--- config.mk ---
export PLATFORM = sky130hd
export DESIGN_NAME = async_valid_handshake_ctrl
export DESIGN_NICKNAME = d
export VERILOG_FILES = /design/src/rtl/async_valid_handshake_ctrl_pkg.sv /design/src/rtl/async_valid_handshake_ctrl_sat_counter.sv /design/src/rtl/async_valid_handshake_ctrl.sv
export SDC_FILE = /design/constraint.sdc
export NUM_CORES = 1
export LEC_CHECK = 0
export CORE_MARGIN = 1
export CORE_UTILIZATION = 61
export CTS_CLUSTER_SIZE = 28
export DETAILED_ROUTE_END_ITERATION = 8
export PLACE_DENSITY = 0.85
export SYNTH_ARGS = -nofsm -noshare
export SYNTH_HDL_FRONTEND = slang
export SYNTH_SLANG_ARGS = --single-unit
--- constraint.sdc ---
create_clock -name clock -period 5.7 [get_ports clock]
set_input_delay 1.14 -clock clock [delete_from_list [all_inputs] [get_ports clock]]
set_output_delay 1.14 -clock clock [all_outputs]
set_load 0.05 [all_outputs]
--- src/rtl/async_valid_handshake_ctrl_pkg.sv ---
// Shared definitions for the async valid handshake sequencer.
//   STATE_W : width of the encoded sequencer state
//   state_t : sequencer states, values fixed for debug visibility on io_state
package async_valid_handshake_ctrl_pkg;

  localparam int unsigned STATE_W = 3;

  typedef enum logic [STATE_W-1:0] {
    ST_IDLE     = 3'd0,
    ST_ANNOUNCE = 3'd1,
    ST_ACTIVE   = 3'd2,
    ST_DRAIN    = 3'd3,
    ST_QUIESCE  = 3'd4,
    ST_HOLDOFF  = 3'd5,
    ST_ERROR    = 3'd6
  } state_t;

endpackage

--- src/rtl/async_valid_handshake_ctrl_sat_counter.sv ---
// Up/down saturating counter with synchronous clear.
//   clk   : clock
//   rst   : synchronous active-high reset
//   clr   : synchronous clear (same effect as reset)
//   inc   : count up by one (dropped when count == MAX)
//   dec   : count down by one (ignored when count == 0)
//   count : current value; inc and dec together leave it unchanged
module handshake_sat_counter #(
  parameter int unsigned    W   = 4,
  parameter logic [W-1:0]   MAX = '1
) (
  input  logic         clk,
  input  logic         rst,
  input  logic         clr,
  input  logic         inc,
  input  logic         dec,
  output logic [W-1:0] count
);

  always_ff @(posedge clk) begin
    if (rst || clr) begin
      count <= '0;
    end else if (inc && !dec && (count != MAX)) begin
      count <= count + W'(1);
    end else if (dec && !inc && (count != '0)) begin
      count <= count - W'(1);
    end
  end

endmodule

--- src/rtl/async_valid_handshake_ctrl.sv ---
// Per-side bring-up/tear-down sequencer for an asynchronous valid crossing.
// Announces local valid to the peer, waits for the synchronized peer valid,
// enables the local queue while both sides are up, drains in-flight traffic
// on tear-down, and holds off long enough for the peer synchronizer to flush
// before a new announce. ANNOUNCE and QUIESCE are guarded by a timeout.
//   clock           : local domain clock
//   reset           : synchronous, active-high reset
//   io_enable_req   : level request to bring the link up
//   io_peer_valid   : peer valid, already synchronized into this domain
//   io_inflight_inc : one transaction enqueued this cycle
//   io_inflight_dec : one transaction completed this cycle
//   io_err_clear    : pulse, leaves ERROR
//   io_local_valid  : local valid toward the peer (ANNOUNCE/ACTIVE/DRAIN)
//   io_link_up      : queue enable, ACTIVE only
//   io_busy         : ANNOUNCE/DRAIN/QUIESCE/HOLDOFF
//   io_timeout      : ERROR
//   io_state        : current encoded state
// The four status outputs are registered decodes of the current state, so
// they follow a state change by one cycle.
module async_valid_handshake_ctrl
  import async_valid_handshake_ctrl_pkg::*;
#(
  parameter int unsigned SYNC_DEPTH     = 3,
  parameter int unsigned CNT_W          = 4,
  parameter int unsigned TIMEOUT_W      = 16,
  parameter int unsigned TIMEOUT_CYCLES = 1000
) (
  input  logic               clock,
  input  logic               reset,
  input  logic               io_enable_req,
  input  logic               io_peer_valid,
  input  logic               io_inflight_inc,
  input  logic               io_inflight_dec,
  input  logic               io_err_clear,
  output logic               io_local_valid,
  output logic               io_link_up,
  output logic               io_busy,
  output logic               io_timeout,
  output logic [STATE_W-1:0] io_state
);

  // Sized so SYNC_DEPTH itself is representable, also for SYNC_DEPTH = 0.
  localparam int unsigned HO_W = $clog2(SYNC_DEPTH + 2);

  state_t                state;
  state_t                next_state;
  logic [CNT_W-1:0]      inflight;
  logic [TIMEOUT_W-1:0]  timer;
  logic [HO_W-1:0]       holdoff_cnt;
  logic                  state_change;
  logic                  timer_run;
  logic                  timer_hit;
  logic                  holdoff_done;

  assign state_change = (next_state != state);
  assign timer_run    = (state == ST_ANNOUNCE) || (state == ST_QUIESCE);
  assign timer_hit    = (timer == TIMEOUT_W'(TIMEOUT_CYCLES));
  assign holdoff_done = (holdoff_cnt == HO_W'(SYNC_DEPTH));

  handshake_sat_counter #(
    .W   (CNT_W),
    .MAX ('1)
  ) u_inflight (
    .clk   (clock),
    .rst   (reset),
    .clr   (1'b0),
    .inc   (io_inflight_inc),
    .dec   (io_inflight_dec),
    .count (inflight)
  );

  handshake_sat_counter #(
    .W   (TIMEOUT_W),
    .MAX (TIMEOUT_W'(TIMEOUT_CYCLES))
  ) u_timer (
    .clk   (clock),
    .rst   (reset),
    .clr   (state_change),
    .inc   (timer_run),
    .dec   (1'b0),
    .count (timer)
  );

  // Counts cycles spent in HOLDOFF; zero on the first HOLDOFF cycle so the
  // state is held for SYNC_DEPTH+1 cycles in total.
  always_ff @(posedge clock) begin
    if (reset || state_change) begin
      holdoff_cnt <= '0;
    end else if (state == ST_HOLDOFF) begin
      holdoff_cnt <= holdoff_cnt + HO_W'(1);
    end
  end

  always_comb begin
    next_state = state;
    unique case (state)
      ST_IDLE: begin
        if (io_enable_req) next_state = ST_ANNOUNCE;
      end
      ST_ANNOUNCE: begin
        if (io_peer_valid)       next_state = ST_ACTIVE;
        else if (timer_hit)      next_state = ST_ERROR;
        else if (!io_enable_req) next_state = ST_QUIESCE;
      end
      ST_ACTIVE: begin
        if (!io_enable_req || !io_peer_valid) next_state = ST_DRAIN;
      end
      ST_DRAIN: begin
        if (inflight == '0) next_state = ST_QUIESCE;
      end
      ST_QUIESCE: begin
        if (!io_peer_valid)  next_state = ST_HOLDOFF;
        else if (timer_hit)  next_state = ST_ERROR;
      end
      ST_HOLDOFF: begin
        if (holdoff_done) next_state = ST_IDLE;
      end
      ST_ERROR: begin
        if (io_err_clear) next_state = ST_IDLE;
      end
      default: next_state = ST_IDLE;
    endcase
  end

  always_ff @(posedge clock) begin
    if (reset) begin
      state          <= ST_IDLE;
      io_local_valid <= 1'b0;
      io_link_up     <= 1'b0;
      io_busy        <= 1'b0;
      io_timeout     <= 1'b0;
    end else begin
      state          <= next_state;
      io_local_valid <= (state == ST_ANNOUNCE) || (state == ST_ACTIVE) ||
                        (state == ST_DRAIN);
      io_link_up     <= (state == ST_ACTIVE);
      io_busy        <= (state == ST_ANNOUNCE) || (state == ST_DRAIN) ||
                        (state == ST_QUIESCE)  || (state == ST_HOLDOFF);
      io_timeout     <= (state == ST_ERROR);
    end
  end

  assign io_state = state;

endmodule

==> impl_results.md, run 1 <==
- Status: complete, no violations
- N_diodes: 0
- Post-CTS Setup Bufs: 0
- Crit path time final: 3140 ps
- Critical path fanouts, max: 19
- Synth Net Count: 203
- Leakage Power: 0.658 nW
- Final hold violation count: 0
- Mapped Area: 1660 um2
- Fillers: 202
- Drt drc: 0
- Die span in y: 54.1 um
- Ys flop type: dfxtp_1
- Largest cells by area after synthesis: dfxtp_1, xor2_1, nor2_1
- Final antenna-violating net count: 0
- P_int: 310 uW
- Final setup fails: 0
- Syn Area/Cell: 8.77 um2
- Gpl congestion: 0.930
- Area of the multi-input gates: 978 um2
- Hold Path End: holdoff_cnt[1]
- Synth warnings: 0
- Final Slew Violations: 0
- Share of cells above drive strength 1: 7.39%
- Largest family of logic cells by synthesized area: simple AND/OR/NAND/NOR gates
- P&R area growth vs syn: 9.66%
- Later-pin clock latency in the skew report: 310 ps
- Clk_skew: 4.73 ps
- Via density: 5.97
- Setup TNS: 0 ps
- Nets: 217
- Vias in the first global route: 1266
- # port buffers: 13
- Critical path's top delay family: buffers and inverters
- Final instance area: 1820 um2
- Unrepaired setup endpoints after global routing: no
- Hold Buf Count CTS: 0
- Die width: 54.1 um
- Total power: 445 uW
- Worst setup SP type: flop
- Hold Path Stages: 2
- Fin crit share: 55.0%
- Worst r2r path cells: 8
- Placed inst area: 1770 um2
- Vias: 1391
- Synth top area share: 36.2%
- CP cell instances: clkdlybuf4s50_1
- Crit end category: output pin
- WP buf/inv: 1
- Met3 Use GR: 7.91%
- DP Wirelength: 2.38 mm
- CTS Root Cell: clkbuf_4
- Syn Inst Count: 189
- All-Layer GR Usage: 25.2%
- Sequential-to-total area share from yosys stat: 36.2%
- Ys async rst share: 0%
- Worst EP required: 4560 ps
- Num CTS Buffers: 5
- Clk sink count: 30
- # rows: 18
- Largest stage delay on the critical path: 930 ps
- RR Startpoint: u_inflight.count[0]
- Post-Synth Adder-Cell Area: 5.74%
- PD cells: 245 nW/um2
- R2r endpoint: u_inflight.count[3]
- Seq pwr share: 52.9%
- Crit path DAT: 2000 ps
- Multiplexer share of the synthesized area: 1.81%
- Flops & latches, synth: 30
- WL final: 3.21 mm
- Slew HR: 47.1%
- Worst vdd ir: 0.177 mV
- Commonest cells after routing, fill and taps aside: dfxtp_1, nor2_1, nand2_1, xor2_1, clkdlybuf4s50_1
- Hold Path Class: flop to flop
- Worst path slowest cell: clkdlybuf4s50_1
- Core footprint: 2520 um2
- WL/cell: 13.8 um
- Die area: 2930 um2
- Post_cts resized: 0
- Hold path start: holdoff_cnt[1]
- Clock-pin transition on the worst setup and hold timing paths: 80 ps
- Largest net degree at the start of global routing: 20
- Register-to-Register Setup Slack: 3520 ps
- Yosys cell types: 48
- Least-Margin Pin Slew: 791 ps
- Busiest grt layer: met2
- Antenna violations before repair: 0
- M2 GR Usage: 41.3%
- Max Cap Viol: 0
- Drt first-iter violations: 32
- Most common cell after layout, fill and taps aside: dfxtp_1
- Leading area contributor after synthesis: dfxtp_1
- Net Switching: 135 uW
- Sw Share: 30.4%
- Total gr overflow: 0
- H-tree Lvls: 2
- CTS tree: built
- Post-Synth XOR/XNOR Area: 10.6%
- Bufs on Longest Clock Path: 2
- Worst hold slack: 465 ps
- Drt first pass iters: 4
- Simple-Gate Fraction of Synth Area: 28.1%
- Initial core utilization: 65.7%
- Clock network fraction of design power: 24.5%
- Max frequency: 319 MHz
- I/O Pins: 14
- Global-route wire length before repair: 5.27 mm
- Post-synth EDFFs: 0
- Register area: 601 um2
- Crit path kind: flop to output pin
- GR Layer Usage met1: 29.6%
- Synth Area in Compound Gates: 12.8%
- Combinational Power Share: 22.6%
==> per-layer routing <==
layer  vias to the layer above  share of wire (%)
met5                         -                  0
met4                         0                1.2
met3                         5                5.4
met2                        35                 50
met1                       656                 43
li1                        695                  -
==> area by class of cell <==
type | count | area share (%)
multi-input cells | 146 | 53.8
flip-flops and latches | 30 | 33.0
repair buffers | 13 | 7.16
clock buffers | 7 | 2.48
well taps | 30 | 2.06
inverters | 7 | 1.45
==> sequential cells by signal, summed over array words and instances (netlist names) <==
name	count
holdoff_cnt	3
io_busy	1
io_link_up	1
io_local_valid	1
io_state	3
io_timeout	1
u_inflight.count	4
u_timer.count	16
==> worst register-to-register path, cell delays in order (launching register included) <==
cell and delay, ps:
dfxtp_1 470, nand4_1 140, nand3_1 220, ha_1 280, a21o_2 210, a21oi_1 180, xor2_1 100, or3_1 310
a21oi_1 190
==> Yosys cell counts, drive strengths merged (3+ instances only) <==
library cell  instances
inv                   7
o211ai                3
nor2                 29
ha                    6
a21oi                 7
o21ai                 7
nand2                15
dfxtp                30
and3                  4
nor2b                 3
nand3                 9
nand4                 5
nor4                  5
xor2                 13
buf                   5
xnor2                 7
mux2i                 3
==> power groups by stage <==
| stage | logic, mW | clock network (mW) | registers (mW) |
|---|---|---|---|
| 2_1_floorplan | 0.0721 | 0 | 0.243 |
| 5_1_grt | 0.111 | 0.123 | 0.238 |
| 6_report | 0.101 | 0.109 | 0.236 |
| 3_3_place_gp | 0.0936 | 0 | 0.239 |
| 3_5_place_dp | 0.0999 | 0 | 0.240 |
| 4_1_cts | 0.101 | 0.114 | 0.235 |
==> cells by family (layout without fill, tap and decap cells) <==
| kind of cell | count (synthesis) | count (layout) |
|---|---|---|
| and+or+nand+nor | 85 | 85 |
| xor gates and xnor gates | 20 | 20 |
| buffers and inverters | 13 | 27 |
| muxes | 3 | 3 |
| adders and majority gates | 7 | 7 |
| AOI/OAI and AO/OA | 31 | 31 |
| DFF | 30 | 30 |
==> worst max-delay path by stage <==
stage	slack, ps	cells past startpoint	endpoint	startpoint
2_1_floorplan	3100	8	u_inflight.count[3]	io_inflight_dec
3_3_place_gp	2650	8	u_inflight.count[3]	io_inflight_inc
3_5_place_dp	2470	9	u_inflight.count[3]	io_inflight_dec
4_1_cts	2560	1	io_state[1]	io_state[1]
5_1_grt	2470	1	io_state[1]	io_state[1]
6_report	2560	1	io_state[1]	io_state[1]
==> through the flow <==
step / utilization [%] / cells / setup WS [ps]
after floorplan: - / 189 / 3100
after global placement: 70.3 / 226 / 2650
after detailed placement: 70.3 / 226 / 2470
after CTS: 72.1 / 233 / 2560
after global routing: 72.1 / 233 / 2470
final: 72.1 / 233 / 2560
(Power assumes the default switching activity.)
==> run 2, diff against run 1 <==
- CORE_UTILIZATION: 61 -> 51
- PLACE_DENSITY: 0.85 -> 0.76
- clock period: 5.7 -> 2.82 ns (I/O delays scaled with it)
==> impl_results.md, run 2 (synthesized netlist as in run 1, its figures left out) <==
- Crit path DAT: 1940 ps (-60 ps)
- Fillers: 264 (+31%)
- Die width: 59.0 um (+9.0%)
- Drt drc: 0 (unchanged)
- Fin crit share: 88.7%
- Die area: 3480 um2 (+19%)
- Vias: 1398 (+0.50%)
- Crit path time final: 2500 ps
- Top reg by flops: u_timer.count
- Post-CTS Setup Bufs: 0 (unchanged)
- H-tree Lvls: 2 (unchanged)
- I/O Pins: 14 (unchanged)
- Leakage Power: 0.687 nW (+4.5%)
- Final antenna-violating net count: 0 (unchanged)
- Largest net degree at the start of global routing: 20 (unchanged)
- Status: complete, no violations
- Setup TNS: 0 ps (unchanged)
- Gpl congestion: 0.798 (-14%)
- Vias in the first global route: 1296 (+2.4%)
- Hold Path Class: flop to flop
- Non-Filler Instances: 250 (+7.3%)
- WL/cell: 13.1 um (-5.2%)
- Dpl ws: 203 ps (-2270 ps)
- PD cells: 534 nW/um2 (+120%)
- Antenna violations before repair: 0 (unchanged)
- Final worst setup slack: 320 ps (-2240 ps)
- Clock-pin transition on the worst setup and hold timing paths: 100 ps (+20 ps)
- Worst vdd ir: 0.251 mV (+42%)
- Via density: 5.59 (-6.3%)
- Core footprint: 3080 um2 (+22%)
- WP buf/inv: 1 (unchanged)
- # port buffers: 13 (unchanged)
- Initial core utilization: 53.9% (-12 points)
- DP Wirelength: 2.42 mm (+1.8%)
- Crit end category: output pin
- Bufs on Longest Clock Path: 2 (unchanged)
- Critical path's top delay family: buffers and inverters
- Max reg flops: 16 (unchanged)
- Worst EP required: 2260 ps (-2300 ps)
- Post_cts resized: 0 (unchanged)
- Unrepaired setup endpoints after global routing: no
- CP cell instances: clkdlybuf4s50_1
- Final setup fails: 0 (unchanged)
- Slew HR: 50.2% (+3.0 points)
- Die span in y: 59.0 um (+9.0%)
- Placed insts: 242 (+7.1%)
- # rows: 20 (+2)
- Crit path kind: flop to output pin
- Critical path fanouts, max: 17 (-2)
- Global-route wire length before repair: 5.69 mm (+7.9%)
- Critical path depth: 1 (unchanged)
- Num CTS Buffers: 5 (unchanged)
- Nets: 219 (+0.92%)
- Largest stage delay on the critical path: 910 ps (-20 ps)
- Clk sink count: 30 (unchanged)
- All-Layer GR Usage: 21.7% (-3.5 points)
- Final hold violation count: 0 (unchanged)
- Worst hold slack: 476 ps (+11.3 ps)
- Most common cell after layout, fill and taps aside: dfxtp_1
- Later-pin clock latency in the skew report: 340 ps (+30 ps)
- CTS tree: built
- WL final: 3.27 mm (+1.7%)
- Final Slew Violations: 0 (unchanged)
- CTS Root Cell: clkbuf_4
- Worst setup SP type: flop
- Drt first pass iters: 5 (+1)
- Max Cap Viol: 0 (unchanged)
- Commonest cells after routing, fill and taps aside: dfxtp_1, nor2_1, nand2_1, xor2_1, clkdlybuf4s50_1
- Share of cells above drive strength 1: 9.71% (+2.3 points)
- Clk_skew: 12.7 ps (+7.95 ps)
- Max frequency: 400 MHz
- Hold Path Stages: 2 (unchanged)
- Biggest regs: u_timer.count: 16 flops, u_inflight.count: 4 flops
- Drt first-iter violations: 55 (+72%)
- Hold Buf Count CTS: 0 (unchanged)
- Total gr overflow: 0 (unchanged)
- N_diodes: 0 (unchanged)
- Least-Margin Pin Slew: 745 ps (-45.4 ps)
- P&R area growth vs syn: 13.7%
- Worst r2r path cells: 8 (unchanged)
- Worst path slowest cell: clkdlybuf4s50_1
run 2: cell count changes in the layout (fill, tap and decap cells not counted):
cell	delta
clkbuf_1	-2
buf_4	+2
clkbuf_8	+3
run 2: final cells by class:
type                            count  area, um2  area share, %
Clock buffer                        8       78.8           4.18
Inverter                            7       26.3           1.39
Multi-Input combinational cell    146        978           51.9
Sequential cell                    30        601           31.9
Tap cell                           44       55.1           2.92
Timing Repair Buffer               15        145           7.70
run 2: path summary, 6_finish.rpt:
| check | start | end | slack [ps] |
|---|---|---|---|
| hold reg to reg | holdoff_cnt[1] | holdoff_cnt[1] | 480 |
| setup / recovery | io_state[0] | io_state[0] | 320 |
| setup reg to reg | u_inflight.count[1] | u_inflight.count[3] | 710 |
| hold / removal | holdoff_cnt[1] | holdoff_cnt[1] | 480 |
run 2: metrics by stage:
stage | power [mW] | instance area (um2) | utilization (%)
after CTS | 1.01 | 1880 | 61.2
after detailed placement | 0.690 | 1810 | 58.7
after floorplan | 0.637 | 1660 | -
after global routing | 1.06 | 1880 | 61.2
after global placement | 0.677 | 1810 | 58.7
final | 1.01 | 1880 | 61.2
run 2: routing by layer:
metal	GRT usage (%)	part of all wire, %	up-vias
li1	-	-	698
met1	27.6	47	677
met2	35.6	49	16
met3	4.15	2.0	7
met4	10.2	2.1	0
met5	0	0	-
run 2: worst reg2reg max path: stages, from the launching register on:
cell and delay, ps:
dfxtp_1 460, nand4_1 120, nand3_1 220, ha_1 300, a21o_2 220, a21oi_1 170, xor2_1 100, or3_1 310
a21oi_1 140
run 2: power breakdown:
| group | switching, mW | internal (mW) |
|---|---|---|
| Combinational | 0.115 | 0.0919 |
| Sequential | 0.0317 | 0.443 |
| Clock | 0.155 | 0.170 |
